File: src/rtl/mem_pkg.sv
// mem_pkg: shared encodings, FSM state type and the misalignment predicate for the
// MEM-stage data-memory access unit (mem_access_stage / mem_align).
package mem_pkg;

  // load_con encodings
  localparam logic [2:0] LoadLb  = 3'b000;
  localparam logic [2:0] LoadLh  = 3'b001;
  localparam logic [2:0] LoadLw  = 3'b010;
  localparam logic [2:0] LoadLbu = 3'b100;
  localparam logic [2:0] LoadLhu = 3'b101;

  // store_con encodings
  localparam logic [1:0] StoreNone = 2'b00;
  localparam logic [1:0] StoreSb   = 2'b01;
  localparam logic [1:0] StoreSh   = 2'b10;
  localparam logic [1:0] StoreSw   = 2'b11;

  typedef enum logic [1:0] {
    StIdle,
    StReq,
    StWait,
    StDone
  } state_e;

  // Stores take priority over loads, so the store type decides alignment whenever one is present.
  function automatic logic is_misaligned(input logic [1:0] store_con,
                                         input logic [2:0] load_con,
                                         input logic [1:0] k);
    logic r;
    r = 1'b0;
    if (store_con != StoreNone) begin
      if (store_con == StoreSh)      r = k[0];
      else if (store_con == StoreSw) r = (k != 2'b00);
    end else begin
      if ((load_con == LoadLh) || (load_con == LoadLhu)) r = k[0];
      else if (load_con == LoadLw)                        r = (k != 2'b00);
    end
    return r;
  endfunction

endpackage

File: src/rtl/mem_align.sv
// mem_align: combinational byte-lane logic for the MEM stage.
//   Store path: store_con_i/k_i/wdata_i -> replicated lane data wdata_o and byte strobes wstrb_o.
//   Load path:  load_con_i/rk_i/rdata_i -> shifted, sign/zero-extended load_data_o.
module mem_align
  import mem_pkg::*;
(
  input  logic [1:0]  store_con_i,
  input  logic [1:0]  k_i,
  input  logic [31:0] wdata_i,
  output logic [31:0] wdata_o,
  output logic [3:0]  wstrb_o,
  input  logic [2:0]  load_con_i,
  input  logic [1:0]  rk_i,
  input  logic [31:0] rdata_i,
  output logic [31:0] load_data_o
);

  logic [31:0] w_shifted;

  // Replicating the byte/half across the word puts it on every lane; strobes pick the real one.
  always_comb begin
    wdata_o = '0;
    wstrb_o = '0;
    unique case (store_con_i)
      StoreSb: begin
        wdata_o = {4{wdata_i[7:0]}};
        wstrb_o = 4'b0001 << k_i;
      end
      StoreSh: begin
        wdata_o = {2{wdata_i[15:0]}};
        wstrb_o = 4'b0011 << k_i;
      end
      StoreSw: begin
        wdata_o = wdata_i;
        wstrb_o = 4'b1111;
      end
      default: begin
        wdata_o = '0;
        wstrb_o = '0;
      end
    endcase
  end

  assign w_shifted = rdata_i >> {rk_i, 3'b000};

  always_comb begin
    load_data_o = w_shifted;
    case (load_con_i)
      LoadLb:  load_data_o = {{24{w_shifted[7]}}, w_shifted[7:0]};
      LoadLh:  load_data_o = {{16{w_shifted[15]}}, w_shifted[15:0]};
      LoadLbu: load_data_o = {24'h000000, w_shifted[7:0]};
      LoadLhu: load_data_o = {16'h0000, w_shifted[15:0]};
      default: load_data_o = w_shifted;
    endcase
  end

endmodule

File: src/rtl/mem_access_stage.sv
// mem_access_stage: MEM-stage data-memory access unit behind the EX/MEM register.
//   Inputs from EX/MEM: mem_read_i, load_con_i, store_con_i, addr_i, wdata_i; stall_i holds DONE.
//   Bus side: dm_req_o/dm_we_o/dm_addr_o/dm_wstrb_o/dm_wdata_o (registered, stable in REQ),
//             dm_gnt_i, dm_rvalid_i, dm_rdata_i.
//   Results: load_data_o (registered), mem_stall_o, misalign_o (pulse while IDLE sees a bad access).
module mem_access_stage
  import mem_pkg::*;
#(
  parameter int unsigned ADDR_W = 32,
  parameter int unsigned DATA_W = 32
) (
  input  logic              clk,
  input  logic              rst,
  input  logic              mem_read_i,
  input  logic [2:0]        load_con_i,
  input  logic [1:0]        store_con_i,
  input  logic [ADDR_W-1:0] addr_i,
  input  logic [DATA_W-1:0] wdata_i,
  input  logic              stall_i,
  output logic              dm_req_o,
  output logic              dm_we_o,
  output logic [ADDR_W-1:0] dm_addr_o,
  output logic [3:0]        dm_wstrb_o,
  output logic [DATA_W-1:0] dm_wdata_o,
  input  logic              dm_gnt_i,
  input  logic              dm_rvalid_i,
  input  logic [DATA_W-1:0] dm_rdata_i,
  output logic [DATA_W-1:0] load_data_o,
  output logic              mem_stall_o,
  output logic              misalign_o
);

  state_e            r_state;
  logic              r_req;
  logic              r_we;
  logic [ADDR_W-1:0] r_addr;
  logic [3:0]        r_wstrb;
  logic [DATA_W-1:0] r_wdata;
  logic [DATA_W-1:0] r_load_data;
  logic [1:0]        r_k;
  logic [2:0]        r_load_con;
  logic              r_is_load;

  logic              w_is_store;
  logic              w_access;
  logic              w_misalign;
  logic [31:0]       w_wdata;
  logic [3:0]        w_wstrb;
  logic [31:0]       w_load_ext;

  assign w_is_store = (store_con_i != StoreNone);
  assign w_access   = mem_read_i | w_is_store;
  assign w_misalign = w_access & is_misaligned(store_con_i, load_con_i, addr_i[1:0]);

  // Load extraction uses the offset/type latched at issue, so the result does not depend on
  // EX/MEM still holding the same address when the response arrives.
  mem_align u_mem_align (
    .store_con_i (store_con_i),
    .k_i         (addr_i[1:0]),
    .wdata_i     (wdata_i),
    .wdata_o     (w_wdata),
    .wstrb_o     (w_wstrb),
    .load_con_i  (r_load_con),
    .rk_i        (r_k),
    .rdata_i     (dm_rdata_i),
    .load_data_o (w_load_ext)
  );

  always_ff @(posedge clk or posedge rst) begin
    if (rst) begin
      r_state     <= StIdle;
      r_req       <= 1'b0;
      r_we        <= 1'b0;
      r_addr      <= '0;
      r_wstrb     <= '0;
      r_wdata     <= '0;
      r_load_data <= '0;
      r_k         <= '0;
      r_load_con  <= '0;
      r_is_load   <= 1'b0;
    end else begin
      case (r_state)
        StIdle: begin
          if (w_access) begin
            if (w_misalign) begin
              r_state     <= StDone;
              r_load_data <= '0;
            end else begin
              r_state    <= StReq;
              r_req      <= 1'b1;
              r_we       <= w_is_store;
              r_addr     <= {addr_i[ADDR_W-1:2], 2'b00};
              r_wstrb    <= w_wstrb;
              r_wdata    <= w_wdata;
              r_k        <= addr_i[1:0];
              r_load_con <= load_con_i;
              r_is_load  <= ~w_is_store;
            end
          end
        end
        StReq: begin
          if (dm_gnt_i) begin
            r_req   <= 1'b0;
            r_state <= StWait;
          end
        end
        StWait: begin
          if (dm_rvalid_i) begin
            r_state <= StDone;
            if (r_is_load) r_load_data <= w_load_ext;
          end
        end
        StDone: begin
          // EX/MEM advances on this edge; the stage is idle again next cycle.
          if (!stall_i) r_state <= StIdle;
        end
        default: r_state <= StIdle;
      endcase
    end
  end

  assign dm_req_o    = r_req;
  assign dm_we_o     = r_we;
  assign dm_addr_o   = r_addr;
  assign dm_wstrb_o  = r_wstrb;
  assign dm_wdata_o  = r_wdata;
  assign load_data_o = r_load_data;

  assign mem_stall_o = ((r_state == StIdle) & w_access) | (r_state == StReq) | (r_state == StWait);
  assign misalign_o  = (r_state == StIdle) & w_misalign;

endmodule

File: config.mk
export PLATFORM = sky130hd
export DESIGN_NAME = mem_access_stage
export DESIGN_NICKNAME = d
export VERILOG_FILES = /design/src/rtl/mem_pkg.sv /design/src/rtl/mem_align.sv /design/src/rtl/mem_access_stage.sv
export SDC_FILE = /design/constraint.sdc
export NUM_CORES = 1
export LEC_CHECK = 0
export BUFFER_PORTS_ARGS = -buffer_cell sky130_fd_sc_hd__buf_2
export CORE_ASPECT_RATIO = 1.25
export CORE_MARGIN = 3
export CORE_UTILIZATION = 45
export DETAILED_ROUTE_END_ITERATION = 8
export PLACE_DENSITY_LB_ADDON = 0.12
export SLEW_MARGIN = 0
export SYNTH_ARGS = -nofsm -noshare
export SYNTH_HDL_FRONTEND = slang
export SYNTH_SLANG_ARGS = --single-unit
File: constraint.sdc
create_clock -name clk -period 3.4 [get_ports clk]
set_input_delay 0.34 -clock clk [delete_from_list [all_inputs] [get_ports clk]]
set_output_delay 0.34 -clock clk [all_outputs]
set_load 0.01 [all_outputs]
Yosys cells after proc, flatten, opt, wreduce, memory -nomap -nowiden
Cells that the tools add are included.
Storage, ports and cells
  output and inout bits: 104
  register bits after elaboration: 108
  input bits: 107
  word-level logic and storage cells: 74
Cells by class
  equality and inequality tests: 19
  bitwise gates (word level): 8
  reductions and logical operators: 11
  shift operators: 3
  mux-type cells: 23
Operator list (number)
  $mux 32: 4
  $pmux 32 s4: 1
  $pmux 32 s3: 1
  $pmux 32 s2: 1
  $shr 32x5->32: 1
  $ne 2x2->1 const B: 7
  $pmux 4 s3: 1
  $mux 2: 5
  $eq 3x3->1 const B: 3
  $eq 2x2->1 const B: 4
  $mux 1: 8
  $pmux 2 s4: 1
  $reduce_and 4->1: 2
  $reduce_bool 2->1: 4
  $eq 3x1->1 const B: 2
  $reduce_and 5->1: 1
  $eq 2x1->1 const B: 2
  $shl 1x2->4 const A: 1
  $shl 2x2->4 const A: 1
  $and 1x1->1: 3
  $eq 3x2->1 const B: 1
  $logic_not 3->1: 1
  $or 1x1->1: 3
  $reduce_and 3->1: 1
  4 further kinds: 5

Longest topological paths before layout
Gate-level depths: netlist of the first run.
  word-level depth: 8
  gate-level depth with buffers: 10
  gate-level depth less buffers: 7

Cells and area by module
A second synthesis of the first run with hierarchy kept.
Unflattened totals
  cell total of the unflattened synthesis: 492
  area total of the unflattened synthesis: 6074.6 um^2
Modules (own cells, without submodules)
  mem_access_stage: cells each 280, seq. area each 2702.6 um^2, area each 4679.5 um^2, times used 1
  mem_align: cells each 212, seq. area each 0.0 um^2, area each 1395.1 um^2, times used 1

Worst setup path before layout of the first run
No wires, ideal clock.
  kind: in2reg
  from: input port store_con_i[0]
  to: register r_wdata[8], in the netlist dm_wdata_o[8]
  arrival time: 1.796 ns
  stages: 8
  slack: 1.479 ns
  required time: 3.275 ns
  setup time: 0.125 ns
  path through: inv_1 > ha_1 > buf_2 > nor3_1 > a21oi_1 > a21oi_2 > buf_6 > mux2_4
On the way
  word-level cells in the longest chain between the ends: 7
RTL lines
  start, declared: RTL line mem_access_stage.sv:16  | input logic [1:0] store_con_i,
  $eq 2x2->1: RTL line mem_pkg.sv:33, mem_align.sv:24
  $mux 1: RTL line mem_pkg.sv:33  | else if (store_con == StoreSw) r = (k != 2'b00);
  $mux 1: RTL line mem_pkg.sv:32  | if (store_con == StoreSh) r = k[0];
  $mux 1: RTL line mem_pkg.sv:31  | if (store_con != StoreNone) begin
  $and 1x1->1: RTL line mem_access_stage.sv:53  | assign w_misalign = w_access & is_misaligned(store_con_i, load_con_i, addr_i[1:0]);
  $not 1->1 (no source line)
  $reduce_and 3->1 (no source line)
  end signal, assigned: RTL line mem_access_stage.sv:94  | r_wdata <= w_wdata;
  end, declared: RTL line mem_access_stage.sv:38  | logic [DATA_W-1:0] r_wdata;
Parallel ways exist; a longest one is shown, timed or not.
A chain may end at the register's enable or synchronous reset.

Worst setup path in the final report of the first run
  from: input port store_con_i[0]
  to: output port misalign_o
On the way
  word-level cells in the longest chain between the ends: 6
RTL lines
  $eq 2x2->1: RTL line mem_pkg.sv:33
  $mux 1: RTL line mem_pkg.sv:33
  $mux 1: RTL line mem_pkg.sv:32
  $mux 1: RTL line mem_pkg.sv:31
  $and 1x1->1 (*): RTL line mem_access_stage.sv:53
  $and 1x1->1 (*): RTL line mem_access_stage.sv:130  | assign misalign_o = (r_state == StIdle) & w_misalign;
  end, declared: RTL line mem_access_stage.sv:30  | output logic misalign_o
Mark *: on every way between the ends. The rest lies on a longest branch, timed or not.

==> impl_metrics.yaml, run 1 <==
run_status:
  status: "completed"
clocking:
  cts_hold_buf: 0
  clk_pin_slew_worst_paths_ns: 0.07
  postCtsSetupRepairBufs: 0
  cts-root-buf: "clkbuf_16"
  cts_buffers: 9
  cts_tree: "yes"
  cts.htree.levels: 3
  postCtsResizedCells: 0
  cts.sinks: 108
  clk_latency_ns: 0.34
  cts_buffer_depth: 2
synthesis:
  synth_edf_count: 0
  synth_ff_type: "dfrtp_1"
  synth_top_area_share_pct: 49.0
  avgSynthCellArea_um2: 9.49
  synth_warnings: 0
  ys_types: 47
  synth_seq_cells: 108
  synth_cells: 581
  synth_seq_area_share_pct: 49.0
  synth_area_leaders: "dfrtp_1, nand2_1, o31ai_1"
  synth.largest_area_cell: "dfrtp_1"
  async_reset_ff_share_pct: 100
  synth_area_um2: 5520
floorplanning:
  die_area_um2: 13600
  io_pins: 211
  rows: 44
  initial_core_util_pct: 46.8
  coreArea_um2: 11800
  die_width_um: 105
  die_h_um: 130
global_routing:
  track_usage_pct: 22.5
  first_global_vias: 4922
  antenna_found_initial: 0
  grt-ovfl-total: 0
  grt_max_degree: 65
  grt_pass1_wl_mm: 24.7
final_layout:
  area_growth_pct: 24.9
  final_area_um2: 6890
  multi_input_area_um2: 2520
  mostFrequentLayoutCells: "buf_2, nand2_1, dfrtp_1"
  n_fill_cell: 1080
  nets: 883
  final_common_cell: "buf_2"
  drive_above_1_share_pct: 34.4
  antenna_cells: 0
  register_area_um2: 2700
placement:
  io_buffers: 208
  place_ws_ns: 0.660
  placed_area_um2: 6610
  gp_congestion: 0.902
  hpwl_mm: 11.7
drt:
  antenna_left: 0
  drt-total-wl_mm: 15.5
  via_per_inst: 5.37
  vias: 5005
  wl_per_cell_um: 16.7
  initialDrtViolationCount: 234
  route.detailed.drc: 0
  firstDrtPassIters: 4
worst_setup_path:
  worst_ep_required_time_ns: 3.06
  cp-start-kind: "primary input"
  critPathKind: "primary input to primary output"
  worstPathMaxFanout: 13
  rr_worst_depth: 7
  end_kind: "primary output"
  cp.arrival_ns: 2.19
sta:
  hold_viol_final: 0
  worst_slew_pin_slew_ns: 0.824
  slew_viol_final: 0
  fin_crit_sh_pct: 74.3
  max_freq_mhz: 396
  rsz0062_at_grt: "false"
  setup_tns_ns: 0
  finalSetupViolations: 0
  clock_skew_ns: 0.00657
  postLayoutSetupSlackWorst_ns: 0.873
  min_period_ns: 2.53
  slew_headroom_pct: 45.1
power_and_ir_drop:
  vdd_ir_drop_max_mv: 0.418
  powerDensity_nw_per_um2: 854
  leakage_nw: 3.67
flow_run:
  cap_violations: 0
hold_path:
  hold_path_class: "primary input to asynchronous set/reset pin"
==> critical path: stages <==
cell and delay [ns]:
buf_2 0.12, inv_1 0.09, ha_1 0.44, nor3_1 0.10, a21oi_1 0.57, nand2_1 0.24, nor2_1 0.14, buf_2 0.14
==> sequential cells by signal (all words and copies together), names as in the netlist <==
name	count
r_k	2
dm_we_o	1
r_load_con	3
load_data_o	32
dm_wdata_o	32
r_state	2
r_is_load	1
dm_wstrb_o	4
dm_req_o	1
dm_addr_o	30
==> stage by stage <==
step           hold slack, ns  cells  power, mW  util (%)
2_1_floorplan           0.440    582       4.01         -
3_3_place_gp            0.451    917       4.85      56.1
3_5_place_dp            0.455    917       4.95      56.1
4_1_cts                 0.179    932       5.94      58.5
5_1_grt                 0.179    932       6.34      58.5
6_report                0.173    932       5.88      58.5
==> cell families after synthesis <==
logic type | synth area share, %
AOI/OAI and AO/OA | 20.2
buffers and inverters | 5.87
and+or+nand+nor | 16.1
DFF | 49.0
muxes | 6.71
other | 0.0680
adders and majority gates | 2.04
==> cells in the mapped netlist (2+ instances only) <==
cell type and instances:
clkbuf_1 14, a21o_1 8, buf_1 2, dfrtp_1 108, nand3_1 10, mux2_2 14, mux2i_1 16, o31ai_1 27
nand2b_1 2, mux2_4 2, nand2_1 183, o21ai_1 8, a22o_1 8, inv_1 12, a21boi_0 17, buf_6 5
buf_2 10, nor2b_1 2, or2_2 3, o21ai_0 15, a22oi_1 17, a21oi_1 19, buf_4 15, ha_1 9
o2bb2ai_1 8, nor3b_1 2, a31oi_1 4, nor2_1 16, o2111a_1 7
==> layer usage <==
metal	vias to the layer above	track usage (%)	wire length, µm
met3	30	6.43	1190
met4	0	8.80	443
met2	197	38.3	7790
li1	2366	-	-
met5	-	0	0
met1	2412	27.4	6110
==> power by group <==
group | switching [mW] | leakage (nW) | internal [mW] | total, mW
clock | 0.467 | 0.133 | 0.521 | 0.988
sequential | 0.355 | 1.40 | 1.82 | 2.17
combinational | 1.62 | 2.14 | 1.10 | 2.72
==> worst paths after layout <==
path / start / to / slack (ns)
hold reg to reg: dm_wdata_o[2]$_DFFE_PP0P_ / dm_wdata_o[2]$_DFFE_PP0P_ / 0.47
setup / recovery: store_con_i[0] / misalign_o / 0.87
setup reg to reg: r_state[0]$_DFFE_PP0P_ / load_data_o[27]$_DFFE_PP0P_ / 1.02
min in group clk: addr_i[23] / dm_addr_o[23]$_DFFE_PP0P_ / 0.19
max in group asynchronous: rst / dm_wdata_o[7]$_DFFE_PP0P_ / 2.48
hold / removal: rst / load_data_o[14]$_DFFE_PP0P_ / 0.17
==> area by class of cell <==
class | count | share of cell area, %
inverter | 12 | 0.690
timing repair buffer | 220 | 16.6
sequential | 108 | 39.2
tap | 161 | 2.92
multi-input combinational | 416 | 36.5
clock buffer | 11 | 3.52
clock inverter | 4 | 0.490
Note: power is estimated with default switching activity, not from simulation.
==> run 2: changes to the inputs <==
--- a/config.mk
+++ b/config.mk
@@ -5,10 +5,11 @@
 export SDC_FILE = /design/constraint.sdc
 export NUM_CORES = 1
 export LEC_CHECK = 0
+export ABC_AREA = 1
 export BUFFER_PORTS_ARGS = -buffer_cell sky130_fd_sc_hd__buf_2
 export CORE_ASPECT_RATIO = 1.25
 export CORE_MARGIN = 3
-export CORE_UTILIZATION = 45
+export CORE_UTILIZATION = 50
 export DETAILED_ROUTE_END_ITERATION = 8
 export PLACE_DENSITY_LB_ADDON = 0.12
 export SLEW_MARGIN = 0
==> constraint.sdc (replaced) <==
create_clock -name clk -period 2.4 [get_ports clk]
set_input_delay 0.24 -clock clk [delete_from_list [all_inputs] [get_ports clk]]
set_output_delay 0.24 -clock clk [all_outputs]
set_load 0.01 [all_outputs]
==> impl_metrics.yaml, run 2 <==
worst_setup_path:
  rr_endpoint: "load_data_o[31]$_DFFE_PP0P_"
  cp-start-kind: "register"
  worstPathCellList: "inv_1 -> ha_1 -> inv_2 -> nor2_1 -> inv_1 -> nor2_1 -> buf_2"
  slowest_delay_ns: 0.40
  r2r_setup_slack_ns: 0.39
  critPathKind: "register to primary output"
  worstPathMaxFanout: 4
  r2r-start: "r_state[0]$_DFFE_PP0P_"
  worst_ep_required_time_ns: 2.16
  cp.arrival_ns: 1.79
  rr_worst_depth: 7
  cpMaxStageDelayCell: "dfrtp_1"
  end_kind: "primary output"
sta:
  worst_slew_pin_slew_ns: 0.610
  min_period_ns: 2.03
  fin_crit_sh_pct: 84.6
  max_freq_mhz: 493
  slew_headroom_pct: 59.2
  finalSetupViolations: 0
  rsz0062_at_grt: "false"
  clock_skew_ns: 0.00897
  setup_tns_ns: 0
  slew_viol_final: 0
  hold_viol_final: 0
power_and_ir_drop:
  finalPower_mw: 8.82
  switching_share_pct: 43.6
  powerDensity_nw_per_um2: 1230
  intPower_mw: 4.97
  clkPwrFrac_pct: 19.2
  p_switching_mw: 3.84
  power_frac_seq_pct: 33.7
  leakage_nw: 4.21
  p_comb_share_pct: 47.1
  vdd_ir_drop_max_mv: 0.726
synthesis:
  synth.largest_area_cell: "dfrtp_1"
  synth_area_um2: 5750
  yosys-top-cells-count: "nand2_1, dfrtp_1, nand3_1"
  synth_seq_cells: 108
  synth_warnings: 0
  yosysMostFrequentCell: "nand2_1"
  synth_area_leaders: "dfrtp_1, nand2_1, nand3_1"
  ys_types: 28
  synth_ff_type: "dfrtp_1"
  async_reset_ff_share_pct: 100
  avgSynthCellArea_um2: 7.25
  synth_cells: 793
  synth_top_area_share_pct: 47.0
  synth_edf_count: 0
  synth_seq_area_share_pct: 47.0
floorplanning:
  die_h_um: 126
  io_pins: 211
  die_width_um: 102
  initial_core_util_pct: 51.4
  rows: 43
  die_area_um2: 12800
  coreArea_um2: 11200
placement:
  hpwl_mm: 11.8
  io_buffers: 208
  gp_congestion: 0.923
drt:
  firstDrtPassIters: 5
  route.detailed.drc: 0
  vias: 5623
  initialDrtViolationCount: 263
  antenna_left: 0
  wl_per_cell_um: 14.1
  drt-total-wl_mm: 15.8
  via_per_inst: 5.01
clocking:
  cts_tree: "yes"
  cts.sinks: 108
  cts_buffers: 9
  clk_pin_slew_worst_paths_ns: 0.08
  cts_hold_buf: 0
  postCtsResizedCells: 0
  cts-root-buf: "clkbuf_16"
  postCtsSetupRepairBufs: 0
  cts_buffer_depth: 2
  cts.htree.levels: 3
  clk_latency_ns: 0.35
final_layout:
  mostFrequentLayoutCells: "nand2_1, buf_2, dfrtp_1"
  antenna_cells: 0
  final_common_cell: "nand2_1"
  drive_above_1_share_pct: 27.2
  n_fill_cell: 1092
  area_growth_pct: 24.4
  nets: 1098
global_routing:
  track_usage_pct: 25.4
  grt_pass1_wl_mm: 25.8
  use_met2_pct: 42.3
  antenna_found_initial: 0
  grt_max_degree: 109
  use_met3_pct: 6.81
  first_global_vias: 5354
  grt_util_met1_pct: 32.6
  grt-ovfl-total: 0
  busiest_layer: "met2"
flow_run:
  cap_violations: 0
run_status:
  status: "completed"
hold_path:
  hold_path_class: "primary input to asynchronous set/reset pin"
-- run 2: cells by family after synthesis --
| group | after synthesis | synth area share [%] |
|---|---|---|
| other | 1 | 0.0652 |
| flip-flops | 108 | 47.0 |
| buffers and inverters | 80 | 7.29 |
| adder cells (fa/ha/maj) | 9 | 1.96 |
| AND/OR/NAND/NOR | 518 | 36.7 |
| AO/OA/AOI/OAI | 77 | 7.03 |
-- run 2: power by group through the flow --
stage               clock network, mW  registers (mW)  logic, mW
floorplan                           0            3.27       2.58
detailed placement                  0            2.99       4.21
global route                     1.81            3.07       4.71
finish                           1.69            2.97       4.16
global placement                    0            3.00       4.13
CTS                              1.72            2.98       4.21
-- run 2: how the worst max path moves through the flow --
stage	startpoint	to	slack, ns	cells past startpoint
floorplan	r_state[0]$_DFFE_PP0P_	load_data_o[15]$_DFFE_PP0P_	0.75	9
global placement	store_con_i[0]	load_data_o[26]$_DFFE_PP0P_	0.33	11
detailed placement	store_con_i[0]	load_data_o[31]$_DFFE_PP0P_	0.22	10
CTS	r_state[0]$_DFFE_PP0P_	misalign_o	0.32	7
global route	r_state[1]$_DFFE_PP0P_	load_data_o[28]$_DFFE_PP0P_	0.09	7
finish	r_state[0]$_DFFE_PP0P_	misalign_o	0.37	7
-- run 2: critical path, delay by kind of cell (launching register included) --
family / cells / cell delay, ns
adder cells (fa/ha/maj): 1 / 0.30
flip-flops: 1 / 0.40
AND/OR/NAND/NOR: 2 / 0.29
buffers and inverters: 4 / 0.43
-- run 2: metrics by stage --
stage	hold WS, ns	area [µm²]	setup slack, ns	utilization (%)	instances
2_1_floorplan	0.350	5760	0.748	-	794
3_3_place_gp	0.434	6810	0.332	60.9	1106
3_5_place_dp	0.438	6810	0.221	60.9	1106
4_1_cts	0.0637	7150	0.324	63.9	1122
5_1_grt	0.0621	7150	0.0857	63.9	1122
6_report	0.0155	7150	0.371	63.9	1122
-- run 2: layout make-up --
type	instances	area (µm²)	area share, %
Sequential cell	108	2700	37.8
Multi-Input combinational cell	606	2630	36.8
Timing Repair Buffer	222	1170	16.4
Clock buffer	9	225	3.15
Tap cell	135	169	2.36
Inverter	35	138	1.92
Clock inverter	7	116	1.63
-- run 2: routing by layer --
| metal | share of wire [%] | routed length (µm) | vias to the layer above |
|---|---|---|---|
| li1 | - | - | 2856 |
| met1 | 41 | 6440 | 2550 |
| met2 | 50 | 7890 | 192 |
| met3 | 7.3 | 1160 | 25 |
| met4 | 2.2 | 341 | 0 |
| met5 | 0 | 0 | - |
==> run 3: changes to the inputs <==
==> constraint.sdc (replaced) <==
create_clock -name clk -period 2.1 [get_ports clk]
set_input_delay 0.21 -clock clk [delete_from_list [all_inputs] [get_ports clk]]
set_output_delay 0.21 -clock clk [all_outputs]
set_load 0.01 [all_outputs]
==> impl_metrics.yaml, run 3 (synthesis gave the netlist of run 2 again) <==
run_status:
  status: "complete, but fails checks"
  violations: "hold timing"
sta:
  setup_tns_ns: 0
  fin_crit_sh_pct: 89.0
  slew_headroom_pct: 59.6
  slew_viol_final: 0
  clock_skew_ns: 0.00913
  rsz0062_at_grt: "false"
  finalSetupViolations: 0
  worst_slew_pin_slew_ns: 0.604
  max_freq_mhz: 535
  hold_viol_final: 11
  hold_ws_ns: -0.0151
  min_period_ns: 1.87
power_and_ir_drop:
  clkPwrFrac_pct: 16.7
  intPower_mw: 5.51
  switching_share_pct: 44.3
  p_switching_mw: 4.37
  power_frac_seq_pct: 34.5
  powerDensity_nw_per_um2: 1380
  leakage_nw: 4.22
  p_comb_share_pct: 48.8
  vdd_ir_drop_max_mv: 0.692
final_layout:
  area_growth_pct: 24.4
  n_fill_cell: 1105
  multi_input_area_um2: 2630
  mostFrequentLayoutCells: "nand2_1, buf_2, dfrtp_1"
  nets: 1104
  antenna_cells: 0
  final_common_cell: "nand2_1"
  drive_above_1_share_pct: 27.6
  register_area_um2: 2700
clocking:
  cts_tree: "yes"
  cts-root-buf: "clkbuf_16"
  postCtsResizedCells: 0
  cts_buffers: 9
  postCtsSetupRepairBufs: 0
  cts.sinks: 108
  clk_latency_ns: 0.35
  cts_hold_buf: 0
  cts_buffer_depth: 2
  cts.htree.levels: 3
  clk_pin_slew_worst_paths_ns: 0.08
floorplanning:
  initial_core_util_pct: 51.4
  die_area_um2: 12800
  rows: 43
  io_pins: 211
  coreArea_um2: 11200
  die_h_um: 126
  die_width_um: 102
drt:
  route.detailed.drc: 0
  via_per_inst: 4.96
  antenna_left: 0
  initialDrtViolationCount: 261
  firstDrtPassIters: 5
  wl_per_cell_um: 13.9
  vias: 5598
  drt-total-wl_mm: 15.7
global_routing:
  grt_max_degree: 109
  antenna_found_initial: 1
  grt_pass1_wl_mm: 25.3
  track_usage_pct: 24.8
  grt-ovfl-total: 0
  first_global_vias: 5376
worst_setup_path:
  r2r-start: "r_state[0]$_DFFE_PP0P_"
  rr_endpoint: "load_data_o[18]$_DFFE_PP0P_"
  r2r_setup_slack_ns: 0.29
  cp-start-kind: "register"
  critPathKind: "register to primary output"
  cp.arrival_ns: 1.66
  rr_worst_depth: 7
  worst_ep_required_time_ns: 1.89
  end_kind: "primary output"
  worstPathMaxFanout: 4
flow_run:
  cap_violations: 0
placement:
  gp_congestion: 0.912
  io_buffers: 208
  hpwl_mm: 11.7
hold_path:
  hold_path_class: "primary input to asynchronous set/reset pin"
==> run 3: metal layers <==
metal | vias to the layer above | wire [µm] | global-route usage (%)
met2 | 193 | 7770 | 42.3
met1 | 2522 | 6320 | 30.4
met4 | 2 | 410 | 8.26
met3 | 29 | 1150 | 6.09
li1 | 2852 | - | -
met5 | - | 7 | 0
==> run 3: stage by stage <==
stage	cell area, µm²	worst slack, ns	util [%]	cells	total power, mW
after floorplan	5760	0.448	-	794	6.69
after CTS	7150	0.194	63.9	1128	10.0
after detailed placement	6860	0.115	61.3	1112	8.32
after global placement	6860	0.264	61.3	1112	8.24
after global routing	7150	0.0366	63.9	1128	10.8
final	7150	0.232	63.9	1128	9.88
==> run 3: worst max-delay path by stage <==
stage / start / slack [ns] / endpoint / cells after the start
floorplan: r_state[0]$_DFFE_PP0P_ / 0.45 / load_data_o[15]$_DFFE_PP0P_ / 9
global placement: store_con_i[0] / 0.26 / load_data_o[24]$_DFFE_PP0P_ / 11
detailed placement: store_con_i[0] / 0.12 / load_data_o[18]$_DFFE_PP0P_ / 11
CTS: r_state[0]$_DFFE_PP0P_ / 0.19 / misalign_o / 7
global route: r_state[1]$_DFFE_PP0P_ / 0.04 / misalign_o / 7
finish: r_state[0]$_DFFE_PP0P_ / 0.23 / misalign_o / 7
==> run 3: power by group through the flow <==
stage          sequential (mW)  combinational [mW]  clock [mW]
2_1_floorplan             3.74                2.95           0
3_3_place_gp              3.44                4.81           0
3_5_place_dp              3.42                4.89           0
4_1_cts                   3.41                4.89        1.69
5_1_grt                   3.51                5.49        1.78
6_report                  3.41                4.82        1.65
==> run 3: final cells by class <==
type,instances,share of cell area (%)
Sequential cell,108,37.8
Inverter,35,1.92
Timing Repair Buffer,228,17.0
Clock inverter,7,0.997
Multi-Input combinational cell,606,36.8
Tap cell,135,2.36
Clock buffer,9,3.15
==> run 3: critical path, cell delays in order (launching register included) <==
cell and delay, ns:
dfrtp_1 0.41, inv_1 0.13, ha_1 0.20, inv_2 0.06, nor2_1 0.17, inv_1 0.09
nor2_1 0.11, buf_2 0.15
